File: config.mk
export PLATFORM = sky130hd
export DESIGN_NAME = rr_arbiter
export DESIGN_NICKNAME = d
export VERILOG_FILES = /design/src/rtl/rr_arbiter.sv
export SDC_FILE = /design/constraint.sdc
export NUM_CORES = 1
export LEC_CHECK = 0
export BUFFER_PORTS_ARGS = -buffer_cell sky130_fd_sc_hd__buf_4
export CAP_MARGIN = 20
export CORE_ASPECT_RATIO = 0.9
export CORE_UTILIZATION = 40
export DETAILED_ROUTE_END_ITERATION = 8
export GPL_TIMING_DRIVEN = 0
export SETUP_SLACK_MARGIN = 0.2
export SYNTH_ARGS = -nofsm -noshare
export SYNTH_HDL_FRONTEND = slang
export SYNTH_SLANG_ARGS = --single-unit
File: constraint.sdc
create_clock -name clk -period 4.6 [get_ports clk]
set_clock_uncertainty 0.2 [all_clocks]
set_input_delay 1.15 -clock clk [delete_from_list [all_inputs] [get_ports clk]]
set_output_delay 1.15 -clock clk [all_outputs]
set_load 0.02 [all_outputs]
File: src/rtl/rr_arbiter.sv
// rtl/rr_arbiter.sv - registered round-robin arbiter with bounded hold time (optional GNT_IDX_EN adds gnt_idx)
module rr_arbiter #(
    parameter int width    = 8,
    parameter int MAX_HOLD = 4
) (
    input  logic                      clk,
    input  logic                      rst_n,
    input  logic [width-1:0]          req,
    output logic [width-1:0]          gnt,
    output logic                      gnt_vld
`ifdef GNT_IDX_EN
    ,
    output logic [$clog2(width)-1:0]  gnt_idx
`endif
);

    localparam int IW = $clog2(width);
    localparam int HW = $clog2(MAX_HOLD + 1);

    typedef enum logic {
        IDLE = 1'b0,
        BUSY = 1'b1
    } state_t;

    state_t          state;
    logic [IW-1:0]   ptr;
    logic [HW-1:0]   hold_cnt;

    logic [IW-1:0]   cur_idx;
    logic [IW-1:0]   next_start;
    logic [IW-1:0]   search_start;
    logic            found;
    logic [IW-1:0]   sel_idx;
    logic [width-1:0] sel_onehot;
    logic            hold_more;

    // Encode the current one-hot grant and pick the circular search start point
    always_comb begin
        cur_idx = '0;
        for (int i = 0; i < width; i++) begin
            if (gnt[i]) cur_idx = i[IW-1:0];
        end
        next_start   = (cur_idx == IW'(width - 1)) ? '0 : cur_idx + 1'b1;
        search_start = (state == BUSY) ? next_start : ptr;
        hold_more    = req[cur_idx] && (hold_cnt < HW'(MAX_HOLD - 1));
    end

    // First set request bit at or after search_start, wrapping width-1 -> 0
    always_comb begin
        found      = 1'b0;
        sel_idx    = '0;
        for (int i = 0; i < width; i++) begin
            int j;
            j = int'(search_start) + i;
            if (j >= width) j = j - width;
            if (!found && req[j]) begin
                found   = 1'b1;
                sel_idx = j[IW-1:0];
            end
        end
        sel_onehot = {{(width-1){1'b0}}, 1'b1} << sel_idx;
    end

    // Grant FSM: IDLE picks from ptr, BUSY holds until release or expiry then hands over
    always_ff @(posedge clk) begin
        if (!rst_n) begin
            state    <= IDLE;
            ptr      <= '0;
            hold_cnt <= '0;
            gnt      <= '0;
            gnt_vld  <= 1'b0;
`ifdef GNT_IDX_EN
            gnt_idx  <= '0;
`endif
        end else begin
            case (state)
                IDLE: begin
                    if (found) begin
                        gnt      <= sel_onehot;
                        gnt_vld  <= 1'b1;
                        hold_cnt <= '0;
                        state    <= BUSY;
`ifdef GNT_IDX_EN
                        gnt_idx  <= sel_idx;
`endif
                    end
                end
                BUSY: begin
                    if (hold_more) begin
                        hold_cnt <= hold_cnt + 1'b1;
                    end else begin
                        // End of grant: advance priority past the finished holder
                        ptr      <= next_start;
                        hold_cnt <= '0;
                        if (found) begin
                            gnt     <= sel_onehot;
                            gnt_vld <= 1'b1;
`ifdef GNT_IDX_EN
                            gnt_idx <= sel_idx;
`endif
                        end else begin
                            gnt     <= '0;
                            gnt_vld <= 1'b0;
                            state   <= IDLE;
                        end
                    end
                end
                default: begin
                    state   <= IDLE;
                    gnt     <= '0;
                    gnt_vld <= 1'b0;
                end
            endcase
        end
    end

endmodule

# Yosys cells after proc, flatten, opt, wreduce, memory -nomap -nowiden
# Index checks and enable logic that the tools add are counted.
[op_classes]
n_addsub = 17
n_lt_le_gt_ge = 18
eq_ne = 3
shift = 1
muxes = 72
bitwise_logic = 2
reduce_logical = 17
[ops]
columns = ["op", "count"]
rows = [
  ["less-than comparator 32 x 5 -> 1 bit (second input constant)", 8],
  ["two-way mux 32 bit", 8],
  ["two-way mux 3 bit", 16],
  ["subtractor 4 x 4 -> 5 bit (second input constant)", 7],
  ["two-way mux 1 bit", 30],
  ["greater-or-equal comparator 4 bit (second input constant)", 7],
  ["binary-select mux 1 bit (select 3 bit)", 9],
  ["two-way mux 8 bit", 3],
  ["adder 3 x 3 -> 4 bit (second input constant)", 4],
  ["case mux 8 bit (2 select lines)", 1],
  ["adder 3 x 2 -> 4 bit (second input constant)", 2],
  ["logical AND 1 bit", 8],
  ["left shift 1 x 3 -> 8 bit (first input constant)", 1],
  ["logical NOT 1 bit", 7],
  ["adder 3 x 1 -> 3 bit (second input constant)", 2],
  ["case mux 3 bit (2 select lines)", 1],
  ["subtractor 3 x 4 -> 5 bit (second input constant)", 1],
  ["adder 3 x 1 -> 4 bit (second input constant)", 1],
  ["greater-or-equal comparator 3 x 4 -> 1 bit (second input constant)", 1],
  ["less-than comparator 3 x 4 -> 1 bit (second input constant)", 1],
  ["two-way mux 2 bit", 2],
  ["inequality test 2 bit (second input constant)", 2],
  ["case mux 1 bit (2 select lines)", 2],
  ["AND reduction 2 bit", 2],
  ["other kinds (3)", 4],
]
[word_totals]
ff_bits = 16
inputBits = 10
out_inout_bits = 9
elab_cells = 135

# Logic depth before layout (Yosys ltp)
[logic_depth]
depth_word = 41
mapped_depth = 19
mapped_depth_nobuf = 17

# Least setup slack after synthesis
# No wires, ideal clock.
[synth_timing]
kind = "reg2reg"
startpoint = "register gnt[3]"
endpoint = "register gnt[6]"
setup_ps = 117
t_arrival_ps = 4751
required_time_ps = 4283
setup_slack_ps = -469
stages_incl_launch_ff = 17
n_path_buf = 2
synth_period_minus_slack_ps = 5069
path_cell_list = "dfxtp_1 nor2_1 o31ai_1 ha_1 mux2i_1 buf_4 inv_1 ha_1 xnor2_1 mux2i_1 mux2i_1 mux2i_1 or4b_1 buf_2 o311ai_2 a211oi_2 a32o_1"
[synth_between]
elab_chain_len = 39
elab_cells_between_ends = 105
classes_between = "add/sub: 16; order compare: 8; eq/ne: 3; shift: 1; mux: 61; reduce/logical: 16"
[synth_rtl]
columns = ["item", "line_no", "source"]
rows = [
  ["start, declared", "9", "output logic [width-1:0] gnt,"],
  ["start signal, assigned", "79", "gnt <= sel_onehot;"],
  ["start signal, assigned", "96", "gnt <= sel_onehot;"],
  ["two-way mux 2 bit *", "41", "if (gnt[i]) cur_idx = i[IW-1:0];"],
  ["two-way mux 3 bit * (4 in series)", "41", ""],
  ["adder 3 x 1 -> 3 bit / == test 3 bit (equally long branches)", "43", "next_start = (cur_idx == IW'(width - 1)) ? '0 : cur_idx + 1'b1;"],
  ["two-way mux 3 bit *", "43", ""],
  ["via next_start[1]", "30", "logic [IW-1:0] next_start;"],
  ["two-way mux 3 bit *", "44", "search_start = (state == BUSY) ? next_start : ptr;"],
  ["branches (longest 31 deep; another with subtractor 4 x 4 -> 5 bit)", "n/a", ""],
]
# Mark *: on every way through the listed nets, which the timed path passes. The select of a mux whose other input is x is not followed.
# A chain may end at the register's enable or synchronous reset.

# Worst setup path after layout
[layout_timing]
startpoint = "register gnt[2]"
endpoint = "register gnt[5]"
[layout_between]
elab_chain_len = 40
elab_cells_between_ends = 106
classes_between = "add/sub: 16; order compare: 8; eq/ne: 3; shift: 1; mux: 62; reduce/logical: 16"
[layout_rtl]
columns = ["item", "line_no"]
rows = [
  ["two-way mux 2 bit * (2 in series)", "41"],
  ["two-way mux 3 bit * (4 in series)", "41"],
  ["branches (longest 34 deep; another with subtractor 4 x 4 -> 5 bit)", "n/a"],
]
# Every way passes the cells marked *. The select of a mux whose other input is x is not followed.

==> tab_implementation.tex <==
\begin{tabular}{lr}
\hline
Metric & Value \\
\hline
\multicolumn{2}{l}{\textbf{Run status}} \\
\quad Status & complete, no violations \\
\multicolumn{2}{l}{\textbf{Synth}} \\
\quad Area share of the largest cell type after synthesis & between 15 and 20\% \\
\quad Library cell with the largest summed area after synthesis & sky130\_fd\_sc\_hd\_\_mux2i\_1 \\
\quad Async set or reset register ratio after synthesis & 0\% \\
\quad Flip-flop and latch count after synthesis & 16 \\
\quad Post-synthesis instance area & roughly 2100 um2 \\
\quad Primary FF master, synth & sky130\_fd\_sc\_hd\_\_dfxtp\_1 \\
\quad Number of enable flip-flop cells after synthesis & 0 \\
\quad Top area cells in the synthesized netlist & sky130\_fd\_sc\_hd\_\_mux2i\_1 17\%, sky130\_fd\_sc\_hd\_\_dfxtp\_1 15\%, sky130\_fd\_sc\_hd\_\_mux4\_2 4.3\% \\
\quad Cell count after synthesis & 231 \\
\quad Sequential-to-total area share from yosys stat & 15.4\% \\
\quad Mean instance size in the synthesized netlist & 8.99 um2 \\
\quad Cell variety after synth & 63 \\
\quad Net Count, Synth & 246 \\
\quad Yosys Warn Count & 0 \\
\multicolumn{2}{l}{\textbf{Floorplanning}} \\
\quad I/O pin count & 19 \\
\quad CORE AREA & 4920 um2 \\
\quad Num rows & 24 \\
\quad X dimension of the die & 77.9 um \\
\quad Starting Density & between 40 and 50\% \\
\quad Die Outline Area & 5480 um2 \\
\quad Die height & approximately 70 um \\
\multicolumn{2}{l}{\textbf{Critical path}} \\
\quad Path depth of the worst reg2reg path & 19 \\
\quad Critical path, cell by cell & nand2b\_4 > a221o\_1 > nand2b\_1 > ha\_2 > ha\_4 > nor3\_4 > a21oi\_4 > inv\_4 > buf\_12 > ha\_4 > xnor2\_4 > mux2i\_1 > mux2i\_1 > mux2i\_1 > or4b\_4 > buf\_8 > a211o\_4 > a211oi\_4 > a32o\_1 \\
\quad Critical path's slowest cell & sky130\_fd\_sc\_hd\_\_or4b\_4 \\
\quad Crit path max fanout & 6 \\
\quad Crit-path max cell delay & a little over 0.5 ns \\
\quad Kind of start point of the critical path & flip-flop \\
\quad Cell with the most instances on the worst path & sky130\_fd\_sc\_hd\_\_mux2i\_1 \\
\quad Crit path DAT & around 4.6 ns \\
\quad Critical Path RT & 4.58 ns \\
\quad Crit path capture type & flip-flop \\
\quad Crit path kind & flip-flop to flip-flop \\
\multicolumn{2}{l}{\textbf{Placed design}} \\
\quad Total of buffers placed on input and output ports & 15 \\
\quad Final estimated routing congestion in global placement & 0.836 \\
\quad Post-detail-place hpwl & 4340 um \\
\quad Cell area after placement & 2370 um2 \\
\multicolumn{2}{l}{\textbf{Route}} \\
\quad Routed WL & roughly 7000 um \\
\quad Average wire per cell in the routed design & 19.3 um \\
\quad Number of vias in the routed layout & around 2300 \\
\quad Routed vias/inst & 6.20 \\
\quad Number of search-and-repair iterations in the first detailed-routing pass & 5 \\
\quad Number of design rule violations left after detail routing & 0 \\
\quad Remaining number of nets flagged by the antenna check after routing & 0 \\
\quad Initial DRC count & between 200 and 300 \\
\multicolumn{2}{l}{\textbf{CTS}} \\
\quad Number of H-tree levels & 1 \\
\quad Clock Pin Slew Worst Setup and Hold Paths & 0.07 ns \\
\quad Clock tree sinks & 16 \\
\quad CTS tree & done \\
\quad Insertion delay of the later-clocked pin in the worst-skew pair & 0.25 ns \\
\quad Cell chosen for the clock root & sky130\_fd\_sc\_hd\_\_clkbuf\_8 \\
\quad Hold-fix buffers at CTS & 0 \\
\quad Maximum number of buffers from clock root to sink & 2 \\
\quad CTS buffer count & 3 \\
\multicolumn{2}{l}{\textbf{Timing}} \\
\quad Final critical path time including I/O delays and setup & 4.59 ns \\
\quad Slew margin rel. & 48.1\% \\
\quad Setup TNS after final layout & 0 ns \\
\quad Setup repair after global routing missed its margin & true \\
\quad Pins Over Slew Limit & 0 \\
\quad Transition time of the tightest slew-check pin & approximately 0.78 ns \\
\quad Final setup viols & 0 \\
\quad Period utilisation layout & 99.8\% \\
\quad Minimum hold slack & 0.286 ns \\
\quad Highest clock rate & 0.218 GHz \\
\quad Hold violation count in the final report & 0 \\
\multicolumn{2}{l}{\textbf{Finish}} \\
\quad Commonest non-fill, non-tap cell in the layout & sky130\_fd\_sc\_hd\_\_buf\_4 \\
\quad Area of the multi-input gates & just under 2000 um2 \\
\quad \# diodes & 0 \\
\quad Highest-count cells in the layout ignoring fill and taps & 71 x sky130\_fd\_sc\_hd\_\_buf\_4, 35 x sky130\_fd\_sc\_hd\_\_mux2i\_1, 18 x sky130\_fd\_sc\_hd\_\_nand2\_1, 11 x sky130\_fd\_sc\_hd\_\_dfxtp\_1 \\
\quad Finished Cell Area & 3120 um2 \\
\quad Share of layout cells above drive strength 1 & 48.7\% \\
\quad FF+latch area & 329 um2 \\
\quad Nets@finish & roughly 320 \\
\quad Area delta synth->final & 50.2\% \\
\quad Layout fillers & 399 \\
\multicolumn{2}{l}{\textbf{GRT}} \\
\quad Pin count of the biggest net entering global routing & 11 \\
\quad Overall track demand over capacity in global routing & 24.9\% \\
\quad Remaining global-route overflow & 0 \\
\quad Number of antenna violations at the first check in global routing & 0 \\
\quad Via count of the first global-routing pass & 2014 \\
\quad First-pass GRT wire length & around 11000 um \\
\multicolumn{2}{l}{\textbf{Worst hold path}} \\
\quad HP Class & flip-flop to flip-flop \\
\quad Worst hold stages & 2 \\
\multicolumn{2}{l}{\textbf{Job}} \\
\quad Max-Cap Viols & 0 \\
\hline
\end{tabular}
## cell families (layout without fill, tap and decap cells)
| family | Yosys count | count (layout) | synth area share, % |
|---|---|---|---|
| AO/OA/AOI/OAI | 58 | 58 | 24.7 |
| flip-flops | 16 | 16 | 15.4 |
| multiplexers | 49 | 49 | 28.1 |
| AND/OR/NAND/NOR | 79 | 79 | 21.0 |
| XOR/XNOR | 5 | 5 | 2.47 |
| buffers and inverters | 19 | 94 | 5.30 |
| adder cells (fa/ha/maj) | 5 | 5 | 3.01 |
## registers in the layout, summed over array words and instances (netlist names)
name / count
gnt: 8
state: 1
gnt_vld: 1
ptr: 3
hold_cnt: 3
## routing by layer
metal | wire length, um | GRT usage, % | vias up
met4 | 116 | 5.35 | 0
li1 | - | - | 1049
met2 | 3410 | 39.8 | 96
met5 | 0 | 0 | -
met3 | 461 | 3.92 | 16
met1 | 3170 | 35.2 | 1141
## critical path, delay by kind of cell (launching register included)
family                   cells  cell delay (ns)
flip-flops                   1             0.33
multiplexers                 3             0.65
adder cells (fa/ha/maj)      3             0.51
XOR/XNOR                     1             0.24
AO/OA/AOI/OAI                5             1.44
AND/OR/NAND/NOR              4             0.80
buffers and inverters        3             0.36
## synthesized netlist by cell type, types with 3 or more instances
master                     instances
sky130_fd_sc_hd__nor2b_1           5
sky130_fd_sc_hd__a32o_1            4
sky130_fd_sc_hd__o21a_1            4
sky130_fd_sc_hd__xnor2_1           4
sky130_fd_sc_hd__o41ai_1           3
sky130_fd_sc_hd__and2_1            5
sky130_fd_sc_hd__nand2_1          19
sky130_fd_sc_hd__a21boi_0          3
sky130_fd_sc_hd__clkbuf_1          6
sky130_fd_sc_hd__nor2_1            8
sky130_fd_sc_hd__mux4_2            4
sky130_fd_sc_hd__mux2_2            4
sky130_fd_sc_hd__dfxtp_1          16
sky130_fd_sc_hd__nor3_1           11
sky130_fd_sc_hd__nand2b_1         10
sky130_fd_sc_hd__buf_6             3
sky130_fd_sc_hd__ha_1              5
sky130_fd_sc_hd__a21oi_1          10
sky130_fd_sc_hd__mux2i_1          36
sky130_fd_sc_hd__nand3_1           9
sky130_fd_sc_hd__inv_1             5
## layout make-up
type	instances	area share [%]
multi-input combinational	196	62.7
timing repair buffer	71	17.1
sequential	16	10.6
buffer	12	4.22
tap	65	2.61
clock buffer	4	1.77
inverter	7	1.04
## stage by stage
| step | std cells | setup WS [ns] | utilization (%) |
|---|---|---|---|
| after floorplan | 231 | 0.214 | - |
| after global placement | 311 | -0.214 | 48.2 |
| after detailed placement | 311 | -0.262 | 48.2 |
| after CTS | 354 | 0.171 | 59.2 |
| after global routing | 371 | -0.154 | 63.3 |
| final | 371 | 0.00859 | 63.3 |
## path summary, 6_finish.rpt
path | from | endpoint | slack (ns)
max | gnt[2]$_SDFFE_PN0P_ | gnt[5]$_SDFFE_PN0P_ | 0.009
min | ptr[0]$_SDFFE_PN0P_ | ptr[0]$_SDFFE_PN0P_ | 0.29
max reg2reg | gnt[2]$_SDFFE_PN0P_ | gnt[5]$_SDFFE_PN0P_ | 0.009
min reg2reg | ptr[0]$_SDFFE_PN0P_ | ptr[0]$_SDFFE_PN0P_ | 0.29
## repair_timing
item,CTS,global route
setup endpoints to repair,13,16
pin swaps,13,15
buffers inserted,39,17
gates resized for setup,35,15
Power is left out: the tool's default activity adds up to more than one toggle a clock period on the data nets, which glitch-free logic cannot reach.
